## src/rtl/ch_readout_collector_pkg.sv

```systemverilog
// Purpose: shared register-select codes, FSM state codes and widths for the readout collector.
// Latency: none, types and constants only.
// Backpressure: not applicable.
package ch_readout_collector_pkg;

    localparam int NUM_REGS = 6;
    localparam int CNT_W    = 10;

    // Register select codes driven onto SELECT_REG; order is the readout order.
    typedef enum logic [2:0] {
        CA       = 3'd0,
        CB       = 3'd1,
        CC       = 3'd2,
        CD       = 3'd3,
        CE       = 3'd4,
        TRIG_CNT = 3'd5
    } rsel_t;

    // Collector FSM state codes.
    typedef logic [2:0] rd_state_t;
    localparam rd_state_t IDLE  = 3'd0;
    localparam rd_state_t LOAD  = 3'd1;
    localparam rd_state_t WAIT  = 3'd2;
    localparam rd_state_t SHIFT = 3'd3;
    localparam rd_state_t PUSH  = 3'd4;
    localparam rd_state_t DONE  = 3'd5;

    // True for the last register of a channel (trigger counter).
    function automatic logic is_last_reg(input rsel_t r);
        return int'(r) == NUM_REGS - 1;
    endfunction

    // Next register in readout order; wraps to CA after the trigger counter.
    function automatic rsel_t next_rsel(input rsel_t r);
        return is_last_reg(r) ? CA : rsel_t'(r + 3'd1);
    endfunction

endpackage

```

## src/rtl/ch_readout_deser.sv

```systemverilog
// Purpose: MSB-first serial-to-parallel shifter with bit counter for one readout word.
// Latency: WORD_W shift cycles; last_bit is combinational on the final shift cycle.
// Backpressure: none, shifts whenever shift_en is high; the owner holds shift_en low to pause.
module ch_readout_deser #(
    parameter int WORD_W = 10
) (
    input  logic              clk,
    input  logic              rst_n,
    input  logic              clr,
    input  logic              shift_en,
    input  logic              ser_in,
    output logic [WORD_W-1:0] shift_nxt,
    output logic              last_bit
);

    localparam int               BIT_W    = $clog2(WORD_W);
    localparam logic [BIT_W-1:0] LAST_IDX = BIT_W'(WORD_W - 1);

    logic [WORD_W-1:0] shreg;
    logic [BIT_W-1:0]  bit_cnt;

    // Value the shift register takes this cycle: the first bit ends up in the MSB.
    assign shift_nxt = (shreg << 1) | WORD_W'(ser_in);
    assign last_bit  = shift_en && (bit_cnt == LAST_IDX);

    // Shift one bit per enabled cycle; a new load clears any stale partial word.
    always_ff @(posedge clk or negedge rst_n) begin
        if (!rst_n) begin
            shreg   <= '0;
            bit_cnt <= '0;
        end else if (clr) begin
            shreg   <= '0;
            bit_cnt <= '0;
        end else if (shift_en) begin
            shreg   <= shift_nxt;
            bit_cnt <= last_bit ? '0 : bit_cnt + 1'b1;
        end
    end

endmodule

```

## src/rtl/ch_readout_collector.sv

```systemverilog
// Purpose: drains the enabled channels' timestamp registers (CA..CE, trigger count) into tagged words.
// Latency: per word 1 LOAD + (LAT-1) WAIT + WORD_W SHIFT + 1 PUSH cycles; done 2 cycles after start on an empty mask.
// Backpressure: holds in PUSH with word_data/tags stable until word_ready; no new load is issued meanwhile.
module ch_readout_collector
    import ch_readout_collector_pkg::*;
#(
    parameter int NUM_CH = 8,
    parameter int WORD_W = CNT_W,
    parameter int LAT    = 1
) (
    input  logic                      SPI_CLK,
    input  logic                      RSTB,
    input  logic                      start_readout,
    input  logic [NUM_CH-1:0]         ch_mask,
    output logic                      INST_READOUT,
    output logic [2:0]                SELECT_REG,
    output logic [$clog2(NUM_CH)-1:0] CH_SEL,
    input  logic                      CNT_SER,
    output logic [WORD_W-1:0]         word_data,
    output logic [$clog2(NUM_CH)-1:0] word_ch,
    output logic [2:0]                word_reg,
    output logic                      word_valid,
    input  logic                      word_ready,
    output logic                      busy,
    output logic                      done
);

    localparam int         CH_W      = $clog2(NUM_CH);
    // With LAT=1 the first bit is already valid in the cycle after LOAD.
    localparam rd_state_t  POST_LOAD = (LAT > 1) ? WAIT : SHIFT;
    // The wait counter counts down to zero, so it starts at LAT-2 for LAT-1 wait cycles.
    localparam logic [1:0] WAIT_INIT = 2'((LAT > 1) ? LAT - 2 : 0);

    rd_state_t         state;
    logic              start_q;
    logic [NUM_CH-1:0] mask_q;
    logic [CH_W-1:0]   ch_idx;
    rsel_t             reg_idx;
    logic [1:0]        wait_cnt;

    logic              start_acc;
    logic              first_found;
    logic [CH_W-1:0]   first_ch;
    logic              next_found;
    logic [CH_W-1:0]   next_ch;

    logic              deser_clr;
    logic              shift_en;
    logic              last_bit;
    logic [WORD_W-1:0] shift_nxt;

    // A start is taken only from a quiet IDLE; anything arriving while busy is dropped.
    assign start_acc = start_readout && (state == IDLE) && !start_q;

    // Register the start pulse and freeze the channel mask for the whole readout.
    always_ff @(posedge SPI_CLK or negedge RSTB) begin
        if (!RSTB) begin
            start_q <= 1'b0;
            mask_q  <= '0;
        end else begin
            start_q <= start_acc;
            if (start_acc) begin
                mask_q <= ch_mask;
            end
        end
    end

    // Find the lowest enabled channel and the lowest enabled channel above the current one.
    always_comb begin
        first_found = 1'b0;
        first_ch    = '0;
        next_found  = 1'b0;
        next_ch     = '0;
        for (int i = NUM_CH - 1; i >= 0; i--) begin
            if (mask_q[i]) begin
                first_found = 1'b1;
                first_ch    = CH_W'(i);
            end
            if (mask_q[i] && (i > int'(ch_idx))) begin
                next_found = 1'b1;
                next_ch    = CH_W'(i);
            end
        end
    end

    // Readout sequencer: channel scan, register walk, latency wait and output handshake.
    always_ff @(posedge SPI_CLK or negedge RSTB) begin
        if (!RSTB) begin
            state     <= IDLE;
            ch_idx    <= '0;
            reg_idx   <= CA;
            wait_cnt  <= '0;
            word_data <= '0;
            word_ch   <= '0;
            word_reg  <= '0;
        end else begin
            case (state)
                IDLE: begin
                    if (start_q) begin
                        if (first_found) begin
                            ch_idx  <= first_ch;
                            reg_idx <= CA;
                            state   <= LOAD;
                        end else begin
                            state <= DONE;
                        end
                    end
                end
                LOAD: begin
                    wait_cnt <= WAIT_INIT;
                    state    <= POST_LOAD;
                end
                WAIT: begin
                    if (wait_cnt == 2'd0) begin
                        state <= SHIFT;
                    end else begin
                        wait_cnt <= wait_cnt - 2'd1;
                    end
                end
                SHIFT: begin
                    if (last_bit) begin
                        word_data <= shift_nxt;
                        word_ch   <= ch_idx;
                        word_reg  <= reg_idx;
                        state     <= PUSH;
                    end
                end
                PUSH: begin
                    if (word_ready) begin
                        if (!is_last_reg(reg_idx)) begin
                            reg_idx <= next_rsel(reg_idx);
                            state   <= LOAD;
                        end else if (next_found) begin
                            ch_idx  <= next_ch;
                            reg_idx <= CA;
                            state   <= LOAD;
                        end else begin
                            state <= DONE;
                        end
                    end
                end
                DONE: begin
                    state <= IDLE;
                end
                default: begin
                    state <= IDLE;
                end
            endcase
        end
    end

    assign deser_clr = (state == LOAD);
    assign shift_en  = (state == SHIFT);

    ch_readout_deser #(
        .WORD_W(WORD_W)
    ) u_deser (
        .clk      (SPI_CLK),
        .rst_n    (RSTB),
        .clr      (deser_clr),
        .shift_en (shift_en),
        .ser_in   (CNT_SER),
        .shift_nxt(shift_nxt),
        .last_bit (last_bit)
    );

    // Channel-side controls follow the held indices; the load strobe is LOAD only.
    assign INST_READOUT = (state == LOAD);
    assign SELECT_REG   = reg_idx;
    assign CH_SEL       = ch_idx;

    // Transmit-side status.
    assign word_valid = (state == PUSH);
    assign busy       = start_q || (state inside {LOAD, WAIT, SHIFT, PUSH});
    assign done       = (state == DONE);

endmodule

```

## config.mk

```make
export PLATFORM = sky130hd
export DESIGN_NAME = ch_readout_collector
export DESIGN_NICKNAME = d
export VERILOG_FILES = /design/src/rtl/ch_readout_collector_pkg.sv /design/src/rtl/ch_readout_deser.sv /design/src/rtl/ch_readout_collector.sv
export SDC_FILE = /design/constraint.sdc
export NUM_CORES = 1
export LEC_CHECK = 0
export CAP_MARGIN = 20
export CORE_MARGIN = 2
export CORE_UTILIZATION = 58
export CTS_BUF_LIST = sky130_fd_sc_hd__clkbuf_16
export DETAILED_ROUTE_END_ITERATION = 12
export PLACE_DENSITY = 0.85
export SETUP_SLACK_MARGIN = 0.4
export SYNTH_ARGS = -nofsm -noshare
export SYNTH_HDL_FRONTEND = slang
export SYNTH_SLANG_ARGS = --single-unit
```

## constraint.sdc

```tcl
create_clock -name SPI_CLK -period 3.8 [get_ports SPI_CLK]
set_input_delay 1.14 -clock SPI_CLK [delete_from_list [all_inputs] [get_ports SPI_CLK]]
set_output_delay 1.14 -clock SPI_CLK [all_outputs]
set_load 0.02 [all_outputs]
```

After elaboration in Yosys (flattened, before gate mapping) --
Index checks and enable logic that the tools add are counted.
Storage, ports and cells: input port bits 13, logic and storage cells 118, output and inout port bits 26, register bits 49
Cells by class: $lt $le $gt $ge 7, add/subtract/negate cells 3, reductions and logical operators 23, bitwise logic cells 1, muxes and demuxes 57, equal/unequal tests 16
Operators by type and width (count):
- $mux W3 | 32
- $mux W9 | 2
- $mux W1 | 15
- $pmux W3 S5 | 1
- $gt A3 B3 Y1 const A | 4
- $mux W4 | 3
- $pmux W3 S2 | 2
- $logic_and A1 B1 Y1 | 10
- $ne A2 B2 Y1 const B | 5
- $or A10 B1 Y10 | 1
- $eq A3 B3 Y1 const B | 3
- $eq A3 B2 Y1 const B | 2
- $gt A2 B3 Y1 const A | 2
- $ne A2 B1 Y1 const B | 3
- $reduce_and A6 Y1 | 1
- $reduce_bool A2 Y1 | 3
- $reduce_and A5 Y1 | 1
- $add A4 B1 Y4 const B | 1
- $eq A4 B4 Y1 const B | 1
- $pmux W2 S2 | 1
- $reduce_and A2 Y1 | 2
- $reduce_and A4 Y1 | 1
- $reduce_bool A4 Y1 | 1
- $add A3 B1 Y3 const B | 1
- other kinds (9) | 9

Logic depth before layout (Yosys ltp) --
Gate-level depths: netlist of run 1.
depth after elaboration 13, depth in mapped cells 7, depth with buffers taken out 7

By module --
From an unflattened synthesis of run 1, not the netlist that was laid out.
Second synthesis, totals: cell total of the unflattened synthesis 235, area, all modules 2532.4 um2
By module, submodules not included:
- ch_readout_collector | times used 1, cells each 178, seq. area each 900.9 um2, area an instance 1913.1 um2
- ch_readout_deser | times used 1, cells each 57, seq. area each 325.3 um2, area an instance 619.3 um2

Least setup slack after synthesis of run 1 --
No wires, ideal clock.
kind register to output, from register state[2], to output INST_READOUT, required time 2660 ps, arrival 1126 ps, setup slack 1534 ps, path buffers 1, cell stages (with the launch flop) 5, cell sequence dfrtp_1 inv_2 nand2_1 clkbuf_1 nor2_1
On the way: word-level cells in the longest chain between the ends 1
Ends and longest elaborated chain:
- from (decl) | RTL line ch_readout_collector.sv:34 | rd_state_t state;
- from (signal assigned) | RTL line ch_readout_collector.sv:89 | state <= IDLE;
- from (signal assigned) | RTL line ch_readout_collector.sv:103 | state <= LOAD;
- from (signal assigned) | RTL line ch_readout_collector.sv:105 | state <= DONE;
- $eq A3 B1 Y1 | RTL line ch_readout_collector.sv:168 | assign INST_READOUT = (state == LOAD);
- to (decl) | RTL line ch_readout_collector.sv:15 | output logic INST_READOUT,
Every way passes these cells.

Worst setup path in the final report of run 1 --
from register state[1], to output word_valid
On the way: word-level cells in the longest chain between the ends 1
Ends and longest elaborated chain:
- $eq A3 B3 Y1 | RTL line ch_readout_collector.sv:173 | assign word_valid = (state == PUSH);
- to (decl) | RTL line ch_readout_collector.sv:22 | output logic word_valid,
Every way passes these cells.

==> results of run 1 <==
## final cells by class
class                   instances  area, sq um  area share [%]
repair buffers                 40          403            13.1
clock buffers                   5          125            4.07
inverters                      10         37.5            1.22
well taps                      50         62.6            2.04
multi-input cells             168         1200            39.0
clock inverters                 3         18.8           0.611
flip-flops and latches         49         1230            40.0
## kinds of logic (layout without fill, tap and decap cells)
group,after synthesis,after routing,synth area share [%]
AOI/OAI and AO/OA,47,47,11.9
and+or+nand+nor,89,89,19.3
DFF,49,49,48.5
muxes,29,29,14.7
adders and majority gates,3,3,1.49
buffers and inverters,20,58,4.11
## worst min-delay path, delay by kind of cell, from the launching register on
kind             cells  cell delay, ps
and+or+nand+nor      2             100
DFF                  1             360
## per-stage QoR
step | hold slack (ps) | power [mW]
final | 500 | 2.09
after global placement | 462 | 1.63
after floorplan | 433 | 1.43
after detailed placement | 488 | 1.66
after global routing | 525 | 2.23
after CTS | 505 | 2.09
## metal layers
metal / part of all wire (%) / vias up
li1: - / 923
met1: 47 / 872
met2: 46 / 40
met3: 4.7 / 9
met4: 1.7 / 0
met5: 0 / -
## worst max-delay path by stage
stage | startpoint | endpoint | slack [ps] | cells past startpoint
floorplan | state[2] | INST_READOUT | 1530 | 4
global placement | state[1] | word_valid | 920 | 4
global route | state[2] | INST_READOUT | 540 | 5
finish | state[1] | word_valid | 650 | 4
detailed placement | state[1] | word_valid | 850 | 4
CTS | state[1] | word_valid | 530 | 4
## power breakdown
group | total, mW | internal (mW) | switching, mW
Combinational | 0.788 | 0.379 | 0.409
Clock | 0.423 | 0.241 | 0.182
Sequential | 0.879 | 0.659 | 0.220
## cell usage in the layout, fill, tap and decap left out, types with 5 or more instances in the layout
cell	count
a21oi_1	8
clkbuf_16	5
clkdlybuf4s50_1	37
dfrtp_1	48
inv_1	10
mux2_2	16
mux2_4	12
nand2_1	29
nand3_1	13
nor2_1	15
o21ai_0	14
==> metrics.md, run 1 <==
| Metric | Value |
|---|---|
| Number of antenna violations at the first check in global routing | `0` |
| Die X-Extent | `70.0 microns` |
| Layout overhead on the synthesized area | `21.5%` |
| Total number of nets in the final design | `290` |
| Wire length of the first global-routing pass | `8190 microns` |
| Fraction of final layout cells with drive strength greater than 1 | `18.5%` |
| Initial DRC count | `151` |
| Count of hold buffers inserted by post-cts repair | `0` |
| Critical hold path startpoint | `u_deser.shreg[0]` |
| Core Footprint | `4090 sq um` |
| TritonRoute pass-1 iters | `4` |
| Registers with the highest flip-flop counts | `word_data: 10 flops, u_deser.shreg: 9 flops, mask_q: 8 flops` |
| Number of cells traversed by the worst hold path | `2` |
| Post-synthesis sequential area ratio | `48.5%` |
| Via count of the first global-routing pass | `1714` |
| Kind of launch point of the worst setup path | `flop` |
| Synth async-reset ratio | `100%` |
| Max reg flops | `10` |
| Number of gates given a new drive strength after cts | `0` |
| Via density per instance | `5.67` |
| Filler instances | `287` |
| Starting density of the core | `61.8%` |
| Floorplan row count | `23` |
| Post-Synthesis Cell Area | `2530 sq um` |
| Sum of negative setup slack | `0 ps` |
| Final ANT Viol Nets | `0` |
| Register-to-register setup slack | `1630 ps` |
| Cell count of the worst reg-to-reg path | `5` |
| Critical-path maximum fanout | `19` |
| Largest net degree at the start of global routing | `50` |
| Port Buf Inserts | `38` |
| Worst-path cell with the longest stage delay | `clkdlybuf4s50_1` |
| Kind of capture point of the worst setup path | `output port` |
| CTS Root Cell | `clkbuf_16` |
| Number of failing setup endpoints in the final timing report | `0` |
| Synth top area share | `48.5%` |
| Top post-synthesis cells by area | `dfrtp_1 (49%), mux2_2 (7.1%), mux2_4 (7.1%)` |
| Global route hottest layer | `met2` |
| TritonCTS clock tree | `done` |
| Library cell occupying the most area in the post-synthesis netlist | `dfrtp_1` |
| Largest stage delay on the critical path | `630 ps` |
| Number of synthesized flops with an enable pin | `0` |
| P_leak | `1.40 nW` |
| Min setup slack post-route | `651 ps` |
| Count of cell types in the netlist | `48` |
| Yosys synthesis warning count | `0` |
| Combined buffer and inverter count along the critical path | `2` |
| Path type of the worst min-delay path | `reg -> reg` |
| Boundary pin count | `39` |
| Met2 Resource Use GR | `32.2%` |
| Maximum clock rate | `318 MHz` |
| Flops & latches, synth | `49` |
| Cells along the critical path | `nor2_4 -> nand2_2 -> inv_1 -> clkdlybuf4s50_1` |
| Source-to-sink clock delay at the later pin of the worst-skew pair | `290 ps` |
| Placer Congestion | `0.873` |
| Syn avg cell area | `10.7 sq um` |
| Max IR drop VDD | `395 uV` |
| Clock slew at reported path FFs | `60 ps` |
| Leading register cell type out of synthesis | `dfrtp_1` |
| Shortest period the worst path allows | `3150 ps` |
| Placed wire-length estimate after detailed placement | `3350 microns` |
| Fraction of met1 tracks used by global routing | `29.4%` |
| Transition at the pin with the smallest max-transition slack | `753 ps` |
| Slew HR | `49.7%` |
| Final cycle utilization of the critical path | `82.9%` |
| Wire length after detailed routing | `4760 microns` |
| Endpoint required time on the critical path | `2660 ps` |
| Global routing usage summed across all routing layers | `21.1%` |
| Grt ovf | `0` |
| Reg2Reg Launch Point | `state[2]` |
| PwrDens | `680 nW/um^2` |
| Number of slew-limit violations in the final report | `0` |
| Number of levels the H-tree was split into | `2` |
| Arrival time at the worst endpoint | `2010 ps` |
| Number of placed cells counting well taps | `316` |
| Hold Vio Cnt, Final | `0` |
| DRC violations left | `0` |
| Type of the worst setup path | `reg -> out` |
| Syn Nets | `253` |
| Final std cells w/o fill | `325` |
| Setup fix buffers added after clock tree synthesis | `0` |
| Fin Clk Skew | `3.66 ps` |
| Met3 Use GR | `5.34%` |
| Area enclosed by the die boundary | `4900 sq um` |
| Sink count of the clock tree | `49` |
| Capture endpoint of the worst hold path | `u_deser.shreg[0]` |
| Cells after synthesis | `237` |
| RSZ-0062 raised after global routing | `false` |
| Buffers from clock root to sink, at most | `2` |
| Post-DP Area | `2910 sq um` |
| Antenna diode count | `0` |
| Commonest cells post-synth | `dfrtp_1 (49), nand2_1 (29), mux2_2 (16)` |
| Via total after detailed routing | `1844` |
| Max cap viols | `0` |
| Register ranked first by flip-flop count | `word_data` |
| Wire per inst | `14.7 microns` |
| Worst flop-to-flop path endpoint | `word_data[6]` |
| Critical path's top delay family | `buffers and inverters` |
| Final core utilization | `75.1%` |
| Run status | `finished clean` |
| Vertical die dimension | `70.0 microns` |
| Top-count cell post-synth | `dfrtp_1` |
| Post-route cell area | `3070 sq um` |
| Number of CTS-inserted buffers | `5` |
| Minimum setup slack after placement | `847 ps` |
(Power assumes the default switching activity.)
==> inputs of run 2 (changes only) <==
--- a/config.mk
+++ b/config.mk
@@ -7,10 +7,10 @@
 export LEC_CHECK = 0
 export CAP_MARGIN = 20
 export CORE_MARGIN = 2
-export CORE_UTILIZATION = 58
+export CORE_UTILIZATION = 48
 export CTS_BUF_LIST = sky130_fd_sc_hd__clkbuf_16
 export DETAILED_ROUTE_END_ITERATION = 12
-export PLACE_DENSITY = 0.85
+export PLACE_DENSITY = 0.75
 export SETUP_SLACK_MARGIN = 0.4
 export SYNTH_ARGS = -nofsm -noshare
 export SYNTH_HDL_FRONTEND = slang
==> constraint.sdc (replaced) <==
create_clock -name SPI_CLK -period 2.85 [get_ports SPI_CLK]
set_input_delay 0.855 -clock SPI_CLK [delete_from_list [all_inputs] [get_ports SPI_CLK]]
set_output_delay 0.855 -clock SPI_CLK [all_outputs]
set_load 0.02 [all_outputs]
==> metrics.md, run 2 (same netlist as run 1, synthesis figures left out) <==
| Metric | Value |
|---|---|
| Switching share of total power | `38.8%` |
| Shortest period the worst path allows | `2370 ps` |
| Kind of launch point of the worst setup path | `flop` |
| Clock slew at reported path FFs | `70 ps` |
| Boundary pin count | `39` |
| P_leak | `1.43 nW` |
| Pwr Total | `2.82 mW` |
| Switching power | `1.09 mW` |
| Maximum clock rate | `422 MHz` |
| Via count of the first global-routing pass | `1646` |
| Critical hold path startpoint | `u_deser.shreg[8]` |
| Starting density of the core | `49.5%` |
| Combined buffer and inverter count along the critical path | `1` |
| Buffers from clock root to sink, at most | `2` |
| Final cycle utilization of the critical path | `83.2%` |
| Cells along the critical path | `clkdlybuf4s50_1` |
| Register ranked first by flip-flop count | `word_data` |
| Sum of negative setup slack | `0 ps` |
| Internal Pwr Total | `1.72 mW` |
| Number of failing setup endpoints in the final timing report | `0` |
| Max IR drop VDD | `475 uV` |
| Number of CTS-inserted buffers | `5` |
| Die X-Extent | `76.5 microns` |
| Hold Vio Cnt, Final | `0` |
| Critical path's top delay family | `buffers and inverters` |
| TritonCTS clock tree | `done` |
| Via density per instance | `5.35` |
| Filler instances | `443` |
| CTS Root Cell | `clkbuf_16` |
| Min setup slack post-route | `479 ps` |
| Antenna diode count | `0` |
| RSZ-0062 raised after global routing | `false` |
| Minimum setup slack after placement | `302 ps` |
| Launching element of the worst setup path | `CH_SEL[1]` |
| Total number of nets in the final design | `294` |
| Critical-path maximum fanout | `12` |
| Register share of total power | `40.6%` |
| Commonest non-fill, non-tap cell in the layout | `dfrtp_1` |
| Number of antenna violations at the first check in global routing | `0` |
| Kind of capture point of the worst setup path | `output port` |
| Number of levels the H-tree was split into | `2` |
| Registers with the highest flip-flop counts | `word_data: 10 flops, u_deser.shreg: 9 flops, mask_q: 8 flops` |
| Floorplan row count | `26` |
| Clk pwr share | `21.3%` |
| Slew HR | `60.0%` |
| Arrival time at the worst endpoint | `1520 ps` |
| TritonRoute pass-1 iters | `4` |
| Number of slew-limit violations in the final report | `0` |
| Largest stage delay on the critical path | `670 ps` |
| Layout overhead on the synthesized area | `23.2%` |
| PwrDens | `905 nW/um^2` |
| Sink count of the clock tree | `49` |
| Count of hold buffers inserted by post-cts repair | `0` |
| Transition at the pin with the smallest max-transition slack | `601 ps` |
| Initial DRC count | `84` |
| Wire length of the first global-routing pass | `7850 microns` |
| Source-to-sink clock delay at the later pin of the worst-skew pair | `290 ps` |
| Placer Congestion | `0.797` |
| Reg2Reg Launch Point | `CH_SEL[1]` |
| Fraction of final layout cells with drive strength greater than 1 | `21.1%` |
| Fin Clk Skew | `3.32 ps` |
| Grt ovf | `0` |
| Endpoint required time on the critical path | `2000 ps` |
| Global routing usage summed across all routing layers | `16.7%` |
| Most frequent cells in the layout | `dfrtp_1 (47), clkdlybuf4s50_1 (33), nand2_1 (29), mux2_2 (16), nor2_1 (15)` |
| DRC violations left | `0` |
| Wire per inst | `13.7 microns` |
| Max reg flops | `10` |
| Core Footprint | `5110 sq um` |
| Worst-path cell with the longest stage delay | `clkdlybuf4s50_1` |
| Placed wire-length estimate after detailed placement | `3420 microns` |
| Type of the worst setup path | `reg -> out` |
| Largest net degree at the start of global routing | `50` |
| Run status | `finished clean` |
| Vertical die dimension | `76.5 microns` |
| Port Buf Inserts | `38` |
| Final ANT Viol Nets | `0` |
| Via total after detailed routing | `1867` |
| Area enclosed by the die boundary | `5860 sq um` |
| Path type of the worst min-delay path | `reg -> reg` |
| Combinational share of power | `38.1%` |
| Wire length after detailed routing | `4790 microns` |
| Max cap viols | `0` |
run 2: area by class of cell:
class                      count  area (sq um)  share of cell area, %
multi-input combinational    168          1200                   38.4
tap                           70          87.6                   2.81
clock buffer                   5           125                   4.02
sequential                    49          1230                   39.5
timing repair buffer          44           412                   13.2
clock inverter                 3          25.0                  0.804
inverter                      10          37.5                   1.21
run 2: final timing paths:
check	end	slack, ps	cells after the start
worst max register to register	CH_SEL[0]	930	5
min in group asynchronous	wait_cnt[0]	650	2
max in group asynchronous	state[2]	1770	2
worst min-delay path	u_deser.shreg[8]	470	2
worst max-delay path	CH_SEL[1]	480	1
worst min register to register	u_deser.shreg[8]	470	2
run 2: per-layer routing:
metal  share of wire [%]  wire length, microns  global-route usage [%]  up-vias
li1                    -                     -                       -      928
met1                  48                  2290                    23.9      883
met2                  46                  2210                    25.2       50
met3                 4.3                   208                    3.55        6
met4                 1.6                    77                    6.36        0
met5                   0                     0                       0        -
run 2: power by group through the flow:
| stage | registers (mW) | clock network [mW] | logic, mW |
|---|---|---|---|
| 3_3_place_gp | 1.14 | 0 | 1.06 |
| 4_1_cts | 1.14 | 0.610 | 1.08 |
| 3_5_place_dp | 1.15 | 0 | 1.09 |
| 6_report | 1.14 | 0.599 | 1.07 |
| 5_1_grt | 1.18 | 0.646 | 1.18 |
| 2_1_floorplan | 1.10 | 0 | 0.803 |
run 2: stage by stage:
step | cells | instance area (sq um) | util, % | hold slack [ps]
4_1_cts | 349 | 3120 | 61.0 | 479
2_1_floorplan | 237 | 2530 | - | 433
5_1_grt | 349 | 3110 | 60.9 | 503
3_3_place_gp | 341 | 2970 | 58.1 | 451
6_report | 349 | 3110 | 60.9 | 467
3_5_place_dp | 341 | 2970 | 58.1 | 464
run 2: what timing repair did:
action	CTS	global route
setup buffers	0	0
gates resized for setup	7	2
setup endpoints to repair	4	1
